<file path="config.mk">
export PLATFORM = sky130hd
export DESIGN_NAME = toom8_pointwise_sched
export DESIGN_NICKNAME = d
export VERILOG_FILES = /design/src/rtl/toom8_pkg.sv /design/src/rtl/toom8_credit_ctr.sv /design/src/rtl/toom8_pointwise_sched.sv
export SDC_FILE = /design/constraint.sdc
export NUM_CORES = 1
export LEC_CHECK = 0
export CORE_MARGIN = 5
export CORE_UTILIZATION = 35
export DETAILED_ROUTE_END_ITERATION = 10
export PLACE_DENSITY = 0.58
export SYNTH_ARGS = -nofsm -noshare
export SYNTH_HDL_FRONTEND = slang
export SYNTH_HIERARCHICAL = 1
export SYNTH_SLANG_ARGS = --single-unit
</file>
<file path="constraint.sdc">
create_clock -name clk -period 2.7 [get_ports clk]
set_input_delay 0.81 -clock clk [delete_from_list [all_inputs] [get_ports clk]]
set_output_delay 0.81 -clock clk [all_outputs]
set_load 0.01 [all_outputs]
</file>
<file path="src/rtl/toom8_pkg.sv">
// Shared constants and types for the Toom-8 pointwise product scheduler.
package toom8_pkg;

    localparam int NUM_PTS = 15;
    localparam int IDX_W   = 4;

    typedef enum logic [1:0] {
        IDLE,
        ISSUE,
        DRAIN,
        DONE
    } sched_state_t;

    // Bit width of each pointwise product p0..p14
    localparam int PROD_W [NUM_PTS] = '{258, 264, 264, 278, 278, 288, 288, 296,
                                        296, 298, 298, 300, 300, 310, 258};

    function automatic int prod_width(input int idx);
        return PROD_W[idx];
    endfunction

endpackage

</file>
<file path="src/rtl/toom8_credit_ctr.sv">
// Counts multiplier requests in flight; simultaneous inc and dec cancel out.
module toom8_credit_ctr #(
    parameter  int MAX = 4,
    localparam int W   = $clog2(MAX + 1)
) (
    input  logic         clk,
    input  logic         rst,
    input  logic         clr,
    input  logic         inc,
    input  logic         dec,
    output logic [W-1:0] count
);

    always_ff @(posedge clk) begin
        if (rst || clr) begin
            count <= '0;
        end else if (inc && !dec) begin
            count <= count + 1'b1;
        end else if (dec && !inc) begin
            count <= count - 1'b1;
        end
    end

endmodule

</file>
<file path="src/rtl/toom8_pointwise_sched.sv">
// Issues the 15 pointwise multiplications to a shared multiplier with bounded
// outstanding requests and writes in-order results back to the pointwise bank.
module toom8_pointwise_sched #(
    parameter int NUM_PTS   = toom8_pkg::NUM_PTS,
    parameter int MAX_OUTST = 4
) (
    input  logic                       clk,
    input  logic                       rst,
    input  logic                       start,
    input  logic                       abort,
    output logic                       busy,
    output logic                       done,
    output logic                       mul_req_valid,
    input  logic                       mul_req_ready,
    output logic [toom8_pkg::IDX_W-1:0] mul_req_idx,
    input  logic                       mul_rsp_valid,
    input  logic [toom8_pkg::IDX_W-1:0] mul_rsp_idx,
    output logic                       wb_en,
    output logic [toom8_pkg::IDX_W-1:0] wb_idx,
    output logic                       err
);
    import toom8_pkg::*;

    localparam int               CNT_W    = $clog2(MAX_OUTST + 1);
    localparam logic [IDX_W-1:0] LAST_IDX = IDX_W'(NUM_PTS - 1);

    sched_state_t     state, state_nxt;
    logic [IDX_W-1:0] issue_cnt, issue_nxt;
    logic [IDX_W-1:0] rcv_cnt, rcv_nxt;
    logic [IDX_W-1:0] wb_idx_q, wb_idx_nxt;
    logic [CNT_W-1:0] outstanding;
    logic             err_q, err_nxt;
    logic             wb_en_q, wb_en_nxt;
    logic             active, kill, start_acc, cnt_clr;
    logic             req_acc, rsp_match, rsp_acc, rsp_bad;

    assign active    = (state == ISSUE) || (state == DRAIN);
    assign kill      = abort && (state != IDLE);
    assign start_acc = (state == IDLE) && start && !abort;
    assign cnt_clr   = start_acc || kill;

    assign mul_req_valid = (state == ISSUE) && (outstanding < CNT_W'(MAX_OUTST));
    assign mul_req_idx   = (state == ISSUE) ? issue_cnt : '0;

    // Responses must arrive strictly in issue order; anything else is a protocol error
    assign req_acc   = mul_req_valid && mul_req_ready && !kill;
    assign rsp_match = mul_rsp_valid && (outstanding != '0) && (mul_rsp_idx == rcv_cnt);
    assign rsp_acc   = active && rsp_match && !kill;
    assign rsp_bad   = active && mul_rsp_valid && !rsp_match && !kill;

    toom8_credit_ctr #(
        .MAX(MAX_OUTST)
    ) u_credit (
        .clk  (clk),
        .rst  (rst),
        .clr  (cnt_clr),
        .inc  (req_acc),
        .dec  (rsp_acc),
        .count(outstanding)
    );

    always_ff @(posedge clk) begin
        if (rst) begin
            state     <= IDLE;
            issue_cnt <= '0;
            rcv_cnt   <= '0;
            err_q     <= 1'b0;
            wb_en_q   <= 1'b0;
            wb_idx_q  <= '0;
        end else begin
            state     <= state_nxt;
            issue_cnt <= issue_nxt;
            rcv_cnt   <= rcv_nxt;
            err_q     <= err_nxt;
            wb_en_q   <= wb_en_nxt;
            wb_idx_q  <= wb_idx_nxt;
        end
    end

    always_comb begin
        state_nxt  = state;
        issue_nxt  = req_acc ? issue_cnt + 1'b1 : issue_cnt;
        rcv_nxt    = rsp_acc ? rcv_cnt + 1'b1 : rcv_cnt;
        err_nxt    = err_q || rsp_bad;
        wb_en_nxt  = rsp_acc;
        wb_idx_nxt = rsp_acc ? mul_rsp_idx : '0;

        case (state)
            IDLE: begin
                if (start_acc) begin
                    state_nxt = ISSUE;
                    issue_nxt = '0;
                    rcv_nxt   = '0;
                    err_nxt   = 1'b0;
                end
            end
            ISSUE: begin
                if (req_acc && (issue_cnt == LAST_IDX)) begin
                    state_nxt = DRAIN;
                end
            end
            DRAIN: begin
                if (rsp_acc && (rcv_cnt == LAST_IDX)) begin
                    state_nxt = DONE;
                end
            end
            DONE: begin
                state_nxt = IDLE;
                issue_nxt = '0;
                rcv_nxt   = '0;
            end
            default: state_nxt = IDLE;
        endcase

        // Abort overrides every other transition and discards any pending write
        if (kill) begin
            state_nxt  = IDLE;
            issue_nxt  = '0;
            rcv_nxt    = '0;
            wb_en_nxt  = 1'b0;
            wb_idx_nxt = '0;
        end
    end

    assign busy   = (state != IDLE);
    assign done   = (state == DONE) && !abort;
    assign wb_en  = wb_en_q && !kill;
    assign wb_idx = wb_idx_q;
    assign err    = err_q;

endmodule

</file>
# Word level (Yosys, flattened, before mapping)
# Index checks and enable logic that the tools add are counted.
[totals] wordCells=72 inputBits=10 regBits=19
[classes] n_reduce_logical=35 eq_ne=9 order_cmp=1 add_sub_neg=4 muxes=15 bitwise=1
[op_table] cell="two-way mux 4 bit" count=5
[op_table] cell="logical AND 1 bit" count=19
[op_table] cell="one-hot mux 4 bit (2 select lines)" count=2
[op_table] cell="adder 4 x 1 -> 4 bit (second input constant)" count=2
[op_table] cell="equality test 4 bit (second input constant)" count=2
[op_table] cell="one-hot mux 2 bit (4 select lines)" count=1
[op_table] cell="two-way mux 2 bit" count=3
[op_table] cell="two-way mux 3 bit" count=2
[op_table] cell="logical NOT 1 bit" count=5
[op_table] cell="equality test 2 bit (second input constant)" count=2
[op_table] cell="equality test 4 bit" count=1
[op_table] cell="logical OR 1 bit" count=4
[op_table] cell="!= test 2 x 1 -> 1 bit (second input constant)" count=2
[op_table] cell="nonzero test 2 bit" count=2
[op_table] cell="adder 3 x 1 -> 3 bit (second input constant)" count=1
[op_table] cell="< comparator 3 bit (second input constant)" count=1
[op_table] cell="AND reduction 3 bit" count=1
[op_table] cell="nonzero test 3 bit" count=1
[op_table] cell="OR reduction 3 bit" count=1
[op_table] cell="subtractor 3 x 1 -> 3 bit (second input constant)" count=1
[op_table] cell="equality test 2 x 1 -> 1 bit (second input constant)" count=1
[op_table] cell="logical NOT 2 bit" count=1
[op_table] cell="two-way mux 1 bit" count=2
[op_table] cell="!= test 2 bit (second input constant)" count=1
[op_table] cell="other kinds (2)" count=2

# Longest topological paths before layout
[logic_depth] ltp_word=9 depth_mapped=13 mapped_depth_nobuf=13

# Cells and area by module
# Netlist, hierarchy kept.
[by_module_without_submodules] module="toom8_pointwise_sched" n_inst=1 seq_area_each_um2=320.3 area_per_inst_um2=892.1 cells_each=99
[by_module_without_submodules] module="toom8_credit_ctr" n_inst=1 seq_area_each_um2=60.1 area_per_inst_um2=156.4 cells_each=15

# Worst setup path after synthesis
# OpenSTA, ideal clock, no wires.
[synth_timing] path_kind="input to register" start="input abort" end="register u_credit.count[2]" n_path_buf=0 slack_ns=-0.038 arrival_time_ns=2.652 cell_stages=8 required_ns=2.614 setup_ns=0.086 path_cell_list="nor2b_1 > nor4b_4 > ha_1 > inv_1 > fa_1 > xor2_1 > or3_1 > a211oi_1"
[synth_via] elab_chain_len=6 word_cells_on_any_way=14 cone_classes="mux: 1; reduce/logical: 13"
[synth_rtl] item="start, declared" line_no="toom8_pointwise_sched.sv:10" text="input logic abort,"
[synth_rtl] item="logical AND 1 bit *" line_no="toom8_pointwise_sched.sv:38" text="assign kill = abort && (state != IDLE);"
[synth_rtl] item="logical NOT 1 bit *" line_no="toom8_pointwise_sched.sv:46" text="assign req_acc = mul_req_valid && mul_req_ready && !kill;"
[synth_rtl] item="logical AND 1 bit *" line_no="toom8_pointwise_sched.sv:46"
[synth_rtl] item="named net req_acc" line_no="toom8_pointwise_sched.sv:35" text="logic req_acc, rsp_match, rsp_acc, rsp_bad;"
[synth_rtl] item="logical NOT 1 bit" line_no="toom8_credit_ctr.sv:19" text="end else if (dec && !inc) begin"
[synth_rtl] item="logical AND 1 bit" line_no="toom8_credit_ctr.sv:19"
[synth_rtl] item="nonzero test 2 bit (no line)"
[synth_rtl] item="end signal, assigned" line_no="toom8_credit_ctr.sv:18" text="count <= count + 1'b1;"
[synth_rtl] item="end signal, assigned" line_no="toom8_credit_ctr.sv:20" text="count <= count - 1'b1;"
[synth_rtl] item="end, declared" line_no="toom8_credit_ctr.sv:11" text="output logic [W-1:0] count"
# Mark *: on every way through the listed nets, which the timed path passes. The rest lies on a longest branch.
# A chain may end at the register's enable or synchronous reset.

# Final worst setup path
# Ends and elaborated chain as after synthesis.

==> flow_metrics.py <==
metrics = {
    "final_layout": {
        "nets": 175,
        "areaGrowthSynthToFinish_pct": 41.4,
        "layout_common_cells": "dfxtp_1, clkdlybuf4s50_1, buf_4",
        "num_antenna_cells": 0,
        "drive_above_1_share_pct": 22.1,
        "layout_commonest_cell": "dfxtp_1",
    },
    "place": {
        "post-place-ws_ns": -0.489,
        "port_buffers": 22,
        "gp_congestion": 0.765,
        "place_hpwl_mm": 1.80,
    },
    "global_routing": {
        "grt_usage_pct": 12.2,
        "grt.overflow.total": 0,
        "grt_pass1_wl_mm": 4.02,
        "antenna_found_initial": 0,
        "first_global_vias": 907,
        "grt_max_degree": 12,
    },
    "die": {
        "initial_core_util_pct": 37.4,
        "die_w_um": 64.7,
        "dieArea_mm2": 0.00419,
        "boundaryPins": 23,
        "fp-row-count": 19,
        "fp.dieH_um": 64.7,
        "coreArea_mm2": 0.00281,
    },
    "logic_synthesis": {
        "ys_seq_area_share_pct": 36.3,
        "synth_seq_cells": 19,
        "synth_cells": 114,
        "ys_types": 28,
        "synthesis.nets": 134,
        "syn_area_mm2": 0.00105,
        "yosys_warnings": 6,
        "syn_avg_cell_area_um2": 9.20,
    },
    "detailed_routing": {
        "drt_iter0_drc": 18,
        "wl_per_cell_um": 12.4,
        "first_pass_iters": 4,
        "wl_mm": 2.30,
        "ant_nets": 0,
        "drcViolationCount": 0,
        "viasPerCell": 4.88,
        "num_vias": 902,
    },
    "timing": {
        "hold_viol": 0,
        "maxSlewHeadroom_pct": 70.6,
        "fin_hold_ws_ns": 0.494,
        "post-route-period-util_pct": 96.5,
        "layout_min_cycle_time_ns": 2.61,
        "rsz0062_at_grt": "false",
        "final-setup-viol-count": 0,
        "worstMarginPinSlew_ns": 0.435,
        "max_freq_mhz": 384,
        "skew_ns": 0.00842,
        "timing.final.ws_setup_ns": 0.0937,
        "slew_viol_final": 0,
    },
    "power": {
        "p_per_area_mw_per_mm2": 657,
        "ir_worst_vdd_mv": 0.416,
        "total_power_mw": 0.974,
        "leakage_nw": 0.647,
    },
    "run": {
        "maxCapViolations": 0,
    },
    "setup_path": {
        "max_stage_delay_ns": 0.35,
        "cp-end-kind": "flip-flop",
        "worst-setup-path-type": "in -> reg",
        "cp_data_required_time_ns": 2.94,
        "crit_slowest_cell": "fa_2",
        "worst_ep_arrival_time_ns": 2.84,
        "crit_fanout": 4,
        "path_cells": "dlygate4sd2_1 -> nor2b_4 -> nor4b_4 -> ha_2 -> inv_2 -> fa_2 -> xor2_1 -> or3_1 -> a211oi_2",
        "critPathTopFamily": "simple AND/OR/NAND/NOR gates",
        "path_buf_inv": 2,
        "critPathLaunchType": "input port",
    },
    "status": {
        "outcome": "finished clean",
    },
    "clocking": {
        "cts_root_buf": "clkbuf_4",
        "clock_path_buffers": 2,
        "cts_buffers": 3,
        "htree_levels": 1,
        "clk_pin_slew_ns": 0.12,
        "clk_latency_ns": 0.30,
        "cts.sinks": 19,
        "cts_tree": "done",
    },
    "hold_path": {
        "hold_class": "reg -> reg",
    },
}
-- worst register-to-register path, delay by kind of cell, from the launching register on --
| kind | cells | cell delay (ns) |
|---|---|---|
| and+or+nand+nor | 4 | 0.73 |
| adders and majority gates | 3 | 0.72 |
| DFF | 1 | 0.38 |
| buffers and inverters | 4 | 0.22 |
| AOI/OAI and AO/OA | 1 | 0.21 |
| xor gates and xnor gates | 1 | 0.15 |
-- flip-flops by register name (all words and copies together) (netlist names) --
signal	flops
issue_cnt	4
wb_idx	4
state	2
err	1
u_credit/count	3
rcv_cnt	4
wb_en_q	1
-- per-layer routing --
layer,GRT usage (%),wire (um),vias to the layer above
met5,0,0,-
met4,3.69,44,0
met3,4.49,120,4
met2,20.1,1050,23
met1,14.9,1090,415
li1,-,-,460
-- final cells by class --
type | count | area [um^2]
clock inverters | 1 | 5.00
clock buffers | 3 | 22.5
repair buffers | 36 | 320
multi-input cells | 85 | 676
flip-flops and latches | 19 | 383
fillers | 262 | 1320
inverters | 10 | 37.5
well taps | 31 | 38.8
-- path summary, 6_finish.rpt --
kind / startpoint / depth (start not counted) / slack [ns] / end
max: abort / 9 / 0.09 / u_credit/count[2]
max reg2reg: state[0] / 13 / 0.22 / u_credit/count[2]
min: state[1] / 2 / 0.49 / state[1]
min reg2reg: state[1] / 2 / 0.49 / state[1]
-- per-stage QoR --
step / setup TNS, ns / cells / cell area [um^2] / utilization (%)
2_1_floorplan: 0 / 114 / 1050 / -
3_3_place_gp: -0.897 / 179 / 1400 / 49.8
3_5_place_dp: -1.00 / 179 / 1400 / 49.8
4_1_cts: 0 / 185 / 1470 / 52.2
5_1_grt: 0 / 185 / 1480 / 52.9
6_report: 0 / 185 / 1480 / 52.9
-- power by group --
part	leakage [nW]	switching, mW	internal, mW
logic	0.475	0.239	0.245
registers	0.154	0.0320	0.311
clock network	0.0177	0.0922	0.0552
total	0.647	0.363	0.610
-- what timing repair did --
action	CTS	global route
hold buffers	0	0
endpoints found under the setup margin	3	1
setup buffers	2	0
gates resized for setup	13	7
pin swaps	7	6
-- synthesized netlist by cell type (all sizes together) --
master	n	area [um^2]
nand2	7	26.3
a21oi	3	15.0
or3	3	18.8
dfxtp	19	380
a31oi	1	6.26
a21o	1	7.51
and2	9	56.3
o21ai	3	15.0
ha	9	113
nor3	4	31.3
a211oi	3	22.5
o211a	1	10.0
nor2b	3	18.8
nand4	3	18.8
and3	2	12.5
nor4b	1	23.8
mux2i	2	20.0
xor2	9	78.8
nand2b	3	18.8
nor2	11	43.8
fa	1	20.0
xnor2	2	17.5
nand3	3	27.5
o41ai	1	8.76
inv	10	37.5
-- cell families (layout without fill, tap and decap cells) --
| group | Yosys count | after routing | synth area share (%) |
|---|---|---|---|
| xor+xnor | 11 | 11 | 9.19 |
| mux | 2 | 2 | 1.91 |
| fa+ha+maj | 10 | 10 | 12.6 |
| buf+inv | 10 | 50 | 3.58 |
| compound gates | 13 | 13 | 8.11 |
| flops | 19 | 19 | 36.3 |
| simple gates | 49 | 49 | 28.3 |
(Power assumes the default switching activity.)
